===== config.mk =====
export PLATFORM = sky130hd
export DESIGN_NAME = imem_boot_loader
export DESIGN_NICKNAME = d
export VERILOG_FILES = /design/src/rtl/imem_boot_loader.sv
export SDC_FILE = /design/constraint.sdc
export NUM_CORES = 1
export LEC_CHECK = 0
export BUFFER_PORTS_ARGS = -buffer_cell sky130_fd_sc_hd__buf_2
export CAP_MARGIN = 20
export CORE_MARGIN = 2
export CORE_UTILIZATION = 23
export DETAILED_ROUTE_END_ITERATION = 6
export PLACE_DENSITY_LB_ADDON = 0.3
export SLEW_MARGIN = 20
export SYNTH_ARGS = -nofsm -noshare
export SYNTH_HDL_FRONTEND = slang
export SYNTH_SLANG_ARGS = --single-unit

===== constraint.sdc =====
create_clock -name clk -period 3.7 [get_ports clk]
set_clock_uncertainty 0.2 [all_clocks]
set_input_delay 0.185 -clock clk [delete_from_list [all_inputs] [get_ports clk]]
set_output_delay 0.185 -clock clk [all_outputs]
set_load 0.03 [all_outputs]

===== src/rtl/imem_boot_loader.sv =====
// Boot loader: packs a length-prefixed little-endian byte stream into 32-bit imem writes
// and holds the core in reset until the image is loaded. Optional trailing XOR checksum: IMEM_LOADER_CHKSUM_EN.
module imem_boot_loader #(
    parameter int          DEPTH_WORDS = 256,
    parameter logic [31:0] BASE_ADDR   = 32'h0000_0000
) (
    input  logic        clk,
    input  logic        rst_n,
    input  logic        start,
    input  logic        byte_valid,
    input  logic [7:0]  byte_data,
    output logic        byte_ready,
    output logic        mem_we,
    output logic [31:0] mem_addr,
    output logic [31:0] mem_wdata,
    output logic        cpu_rst_n,
    output logic        busy,
    output logic        done,
    output logic        err,
    output logic [15:0] word_count
);

    localparam logic [2:0] S_IDLE  = 3'd0;
    localparam logic [2:0] S_LEN0  = 3'd1;
    localparam logic [2:0] S_LEN1  = 3'd2;
    localparam logic [2:0] S_DATA  = 3'd3;
    localparam logic [2:0] S_WRITE = 3'd4;
    localparam logic [2:0] S_DONE  = 3'd6;
    localparam logic [2:0] S_ERR   = 3'd7;
`ifdef IMEM_LOADER_CHKSUM_EN
    localparam logic [2:0] S_CHK   = 3'd5;
    localparam logic [2:0] S_FINAL = S_CHK;
`else
    localparam logic [2:0] S_FINAL = S_DONE;
`endif

    logic [2:0]  state_q, state_d;
    logic [15:0] len_q, len_d;
    logic [1:0]  idx_q, idx_d;
    logic [31:0] acc_q, acc_d;
    logic [31:0] mem_addr_q, mem_addr_d;
    logic [31:0] mem_wdata_q, mem_wdata_d;
    logic [15:0] word_count_q, word_count_d;
`ifdef IMEM_LOADER_CHKSUM_EN
    logic [7:0]  chk_q, chk_d;
`endif

    logic        xfer;
    logic [15:0] len_full;
    logic [15:0] word_count_inc;

    assign xfer           = byte_valid && byte_ready;
    assign len_full       = {byte_data, len_q[7:0]};
    assign word_count_inc = word_count_q + 16'd1;

    // NOTE: every variable gets a default at the top of always_comb, so no path leaves one unassigned and no latch is inferred.
    always_comb begin
        state_d      = state_q;
        len_d        = len_q;
        idx_d        = idx_q;
        acc_d        = acc_q;
        mem_addr_d   = mem_addr_q;
        mem_wdata_d  = mem_wdata_q;
        word_count_d = word_count_q;
`ifdef IMEM_LOADER_CHKSUM_EN
        chk_d        = chk_q;
`endif
        case (state_q)
            S_IDLE, S_DONE, S_ERR: begin
                if (start) begin
                    state_d      = S_LEN0;
                    len_d        = 16'd0;
                    idx_d        = 2'd0;
                    word_count_d = 16'd0;
`ifdef IMEM_LOADER_CHKSUM_EN
                    chk_d        = 8'd0;
`endif
                end
            end
            S_LEN0: begin
                if (xfer) begin
                    len_d[7:0] = byte_data;
                    state_d    = S_LEN1;
                end
            end
            S_LEN1: begin
                if (xfer) begin
                    len_d[15:8] = byte_data;
                    idx_d       = 2'd0;
                    if (len_full == 16'd0) begin
                        state_d = S_FINAL;
                    end else if ({1'b0, len_full} > 17'(DEPTH_WORDS)) begin
                        state_d = S_ERR;
                    end else begin
                        state_d = S_DATA;
                    end
                end
            end
            S_DATA: begin
                if (xfer) begin
                    acc_d[{idx_q, 3'b000} +: 8] = byte_data;
                    idx_d = idx_q + 2'd1;
`ifdef IMEM_LOADER_CHKSUM_EN
                    chk_d = chk_q ^ byte_data;
`endif
                    if (idx_q == 2'd3) begin
                        state_d     = S_WRITE;
                        mem_wdata_d = acc_d;
                        mem_addr_d  = BASE_ADDR + {14'd0, word_count_q, 2'b00};
                    end
                end
            end
            S_WRITE: begin
                word_count_d = word_count_inc;
                state_d      = (word_count_inc == len_q) ? S_FINAL : S_DATA;
            end
`ifdef IMEM_LOADER_CHKSUM_EN
            S_CHK: begin
                if (xfer) begin
                    state_d = (byte_data == chk_q) ? S_DONE : S_ERR;
                end
            end
`endif
            default: state_d = S_IDLE;
        endcase
    end

    // NOTE: sequential state uses non-blocking assignments only, so every flop samples pre-edge values.
    always_ff @(posedge clk or negedge rst_n) begin
        if (!rst_n) begin
            state_q      <= S_IDLE;
            len_q        <= 16'd0;
            idx_q        <= 2'd0;
            acc_q        <= 32'd0;
            mem_addr_q   <= 32'd0;
            mem_wdata_q  <= 32'd0;
            word_count_q <= 16'd0;
`ifdef IMEM_LOADER_CHKSUM_EN
            chk_q        <= 8'd0;
`endif
        end else begin
            state_q      <= state_d;
            len_q        <= len_d;
            idx_q        <= idx_d;
            acc_q        <= acc_d;
            mem_addr_q   <= mem_addr_d;
            mem_wdata_q  <= mem_wdata_d;
            word_count_q <= word_count_d;
`ifdef IMEM_LOADER_CHKSUM_EN
            chk_q        <= chk_d;
`endif
        end
    end

    // Status outputs decode the registered state directly, so cpu_rst_n rises in the first DONE cycle.
`ifdef IMEM_LOADER_CHKSUM_EN
    assign byte_ready = (state_q == S_LEN0) || (state_q == S_LEN1) ||
                        (state_q == S_DATA) || (state_q == S_CHK);
`else
    assign byte_ready = (state_q == S_LEN0) || (state_q == S_LEN1) || (state_q == S_DATA);
`endif
    assign busy       = byte_ready || (state_q == S_WRITE);
    assign mem_we     = (state_q == S_WRITE);
    assign mem_addr   = mem_addr_q;
    assign mem_wdata  = mem_wdata_q;
    assign done       = (state_q == S_DONE);
    assign err        = (state_q == S_ERR);
    assign cpu_rst_n  = (state_q == S_DONE);
    assign word_count = word_count_q;

endmodule


Yosys cells after proc, flatten, opt, wreduce, memory -nomap -nowiden
Cells that the tools add are included.
Storage, ports and cells
  output and inout bits: 86
  word-level logic and storage cells: 64
  register bits after elaboration: 117
  input port bits: 12
Operators by class
  mux-type cells: 19
  $add $sub $neg: 3
  eq/ne operators: 13
  shifts and indexed selects: 2
  reduce and logical (&&, ||, !) cells: 18
  order comparisons: 1
Operators by type and width (number)
  bitwise mux 32 bit: 1
  case mux 16 bit (2 select lines): 1
  case mux 8 bit (2 select lines): 2
  variable shift 8 x 7 -> 32 bit, first input constant: 1
  indexed part select 8 x 7 -> 32 bit: 1
  two-way mux 3 bit: 8
  adder 16 x 1 -> 16 bit, second input constant: 1
  == test 16 bit: 1
  greater-than comparator 16 x 9 -> 1 bit, second input constant: 1
  logical NOT 16 bit: 1
  two-way mux 16 bit: 1
  case mux 3 bit (5 select lines): 1
  != test 2 bit, second input constant: 5
  == test 3 bit, second input constant: 3
  AND reduction 3 bit: 3
  two-way mux 8 bit: 1
  negator 5 -> 7 bit: 1
  == test 3 x 2 -> 1 bit, second input constant: 2
  two-way mux 2 bit: 3
  case mux 2 bit (3 select lines): 1
  nonzero test 2 bit: 3
  AND reduction 5 bit: 1
  AND reduction 2 bit: 2
  AND reduction 4 bit: 1
  other kinds (8): 10

Longest topological paths before layout
  depth in word-level cells: 6
  depth in mapped cells: 9
  mapped depth without buffers: 8

Least setup slack after synthesis
Ideal clock, no wire load.
  path kind: flip-flop to flip-flop
  start point: register word_count_q[0], in the netlist word_count[0]
  end point: register state_q[2]
  setup slack: 1.273 ns
  arrival time: 2.160 ns
  stages on the path, launching flop included: 9
  data required time: 3.434 ns
  cell sequence: dfrtp_1 ha_1 nand3_1 buf_6 nor4_1 xnor2_1 nand2_1 nor4_2 nand2b_1
On the way
  cells in the longest elaborated chain, start to end: 4
Ends and longest elaborated chain
  start: declaration: RTL line 43  | logic [15:0] word_count_q, word_count_d;
  start signal: assignment: RTL line 148  | word_count_q <= word_count_d;
  adder 16 x 1 -> 16 bit: RTL line 54  | assign word_count_inc = word_count_q + 16'd1;
  == test 16 bit: RTL line 115  | state_d = (word_count_inc == len_q) ? S_FINAL : S_DATA;
  two-way mux 3 bit: RTL line 115
  case mux 3 bit (5 select lines): RTL line 68  | case (state_q)
  end signal: assignment: RTL line 142  | state_q <= state_d;
  end: declaration: RTL line 37  | logic [2:0] state_q, state_d;
Every way passes these cells.
A chain may end at the register's enable or synchronous reset.

Final worst setup path
Same ends and word-level chain as after synthesis.

==> flow_summary.ini <==
[pwr]
p_sw_mw = 1.49
comb_power_share = 0.250
ir_drop_mv = 0.297
p_per_area_nw_per_um2 = 631
power_frac_seq = 0.355
p_leak_nw = 3.40
clockPowerShare = 0.394
power.internal_mw = 3.03
swShare = 0.330

[clock_network]
cts_hold_buf = 3
clkSinkCount = 117
clkTransAtPathRegs_ns = 0.05
cts_made_buffers = 17
root_buffer = clkbuf_16
htree_levels = 4
cts_tree = done
clock_latency_ns = 0.41
cts_resized = 0
post-cts-setup-buffer-count = 0
clockBufferDepth = 2

[sta]
relSlewSlack = 0.354
tns_ns = 0
setup_viol = 0
fin_ws_ns = 0.967
tightest_slew_ns = 0.962
grt_setup_unrepaired = false
final_max_slew_viol_count = 0
holdWs_ns = 0.0430
timing.fmax_mhz = 366
hold_violations = 0
fin_crit_sh = 0.739
period_needed_ns = 2.73

[worst_hold_path]
whs_path_depth = 4
hold_path_class = input pin to register

[synth]
syn_area_per_cell_um2 = 9.99
syn_inst = 588
synth_edf_count = 0
synth_top_area_frac = 0.499
synth-seq-area-share = 0.499
synth_area_leaders = dfrtp_1, a22o_1, o21ai_0
syn_area_um2 = 5870
synth_cell_types = 55
synthFlopType = dfrtp_1
async_flop_share = 1.00
synth_top_cell_by_area = dfrtp_1
ys_warn_count = 0
synth-seq-cells = 117

[worst_setup_path]
reg2reg_depth = 7
cp_data_required_time_ns = 3.85
worstPathMaxFanout = 11
endpoint_kind = register
crit_end = state_q[2]
r2r_slack_ns = 0.97
worstSetupPathType = register to register
worst_setup_path_start_kind = register
reg2reg_from = word_count[0]
crit_arrival_ns = 2.88
startpoint = word_count[0]
r2r_end = state_q[2]

[die]
core_um2 = 25100
floorplan.initialDensity = 0.234
die_area_um2 = 26800
die_height_um = 164
fp-row-count = 58
ios = 98
die_x_um = 164

[place]
place.gp.congestion = 0.797
pre_cts_slack_ns = 0.994
place_hpwl_um = 10300
io_buffers = 81
postPlaceCellArea_um2 = 6490

[cells_and_area]
syn2layout_area_growth_pct = 21.9
num_antenna_cells = 0
final_net_count = 676
final_layout_size_suffix_gt1_frac = 0.215
fill_cells = 2673
layout_commonest_cell = dfrtp_1
design_area_um2 = 7160
final_cell_mix = dfrtp_1, buf_2, nand2_1, o21ai_0, a22o_1

[routing]
viasPerCell = 4.47
drt_wl_total_um = 15500
drtIter0Drc = 256
wl_per_cell_um = 15.5
route.vias.total = 4466
ant_nets = 0
drc = 0
dr.pass1.iters = 4

[outcome]
run_status = finished clean

[global_routing]
overflow = 0
track_usage = 0.120
grt_pass1_wl_um = 24800
antenna_found_initial = 0
grt_max_degree = 83
grt_pass1_vias = 4258

[run]
maxCapViolCount = 0
## layer usage
layer / global-route usage / share of wire / vias up
li1: - / - / 2191
met1: 0.178 / 0.51 / 2141
met2: 0.171 / 0.43 / 126
met3: 0.0333 / 0.054 / 8
met4: 0.0303 / 0.0070 / 0
met5: 0 / 0 / -
## cell families after synthesis
kind of cell | after synthesis | share of synthesized area
compound gates | 162 | 0.175
other cells | 1 | 0.000639
buf+inv | 65 | 0.0618
simple gates | 185 | 0.163
flops | 117 | 0.499
fa+ha+maj | 7 | 0.0149
xor+xnor | 27 | 0.0426
mux | 24 | 0.0439
## critical path, stage by stage, from the launching register on
cell      delay [ns]
dfrtp_1         0.52
ha_1            0.29
nand3_1         0.34
nor4_1          0.54
xnor2_1         0.17
nand2_1         0.08
nor4_2          0.37
nand2b_1        0.15
## Yosys cell counts (12+ instances only)
| cell | instances |
|---|---|
| mux2_2 | 14 |
| nor2_1 | 28 |
| nand2_1 | 66 |
| clkbuf_1 | 27 |
| a21oi_1 | 37 |
| xor2_1 | 12 |
| o21ai_0 | 63 |
| dfrtp_1 | 117 |
| nor2b_1 | 32 |
| xnor2_1 | 14 |
| buf_4 | 20 |
| a22o_1 | 38 |
## through the flow
step           instances   util  total power, mW
2_1_floorplan        603      -             2.44
3_3_place_gp         965  0.258             2.77
6_report            1000  0.285             4.52
3_5_place_dp         965  0.258             2.77
4_1_cts             1000  0.285             4.58
5_1_grt             1000  0.285             4.79
## registers in the layout (all words and copies together), names as in the netlist
name and count:
mem_wdata 32, len_q 16, mem_addr 16, state_q 3, acc_q 32, word_count 16
idx_q 2
## how the worst min path moves through the flow
stage	from	to	slack, ns
after detailed placement	rst_n	mem_wdata[18]	0.14
after floorplan	rst_n	acc_q[0]	-0.31
final	start	state_q[2]	0.04
after CTS	start	state_q[2]	0.02
after global placement	rst_n	mem_wdata[22]	0.13
after global routing	byte_data[3]	len_q[11]	0.04
## power by group through the flow
stage / Clock [mW] / Sequential (mW) / Combinational [mW]
final: 1.78 / 1.61 / 1.13
after global routing: 1.90 / 1.63 / 1.26
after CTS: 1.83 / 1.61 / 1.15
after detailed placement: 0 / 1.63 / 1.14
after global placement: 0 / 1.62 / 1.15
after floorplan: 0 / 1.58 / 0.858
## layout make-up
type | count | area, um^2 | area share
Clock inverter | 12 | 175 | 0.0245
Tap cell | 330 | 413 | 0.0577
Clock buffer | 20 | 467 | 0.0652
Inverter | 9 | 33.8 | 0.00472
Multi-Input combinational cell | 421 | 2640 | 0.369
Timing Repair Buffer | 91 | 503 | 0.0702
Sequential cell | 117 | 2930 | 0.409
Note: power is estimated with default switching activity, not from simulation.
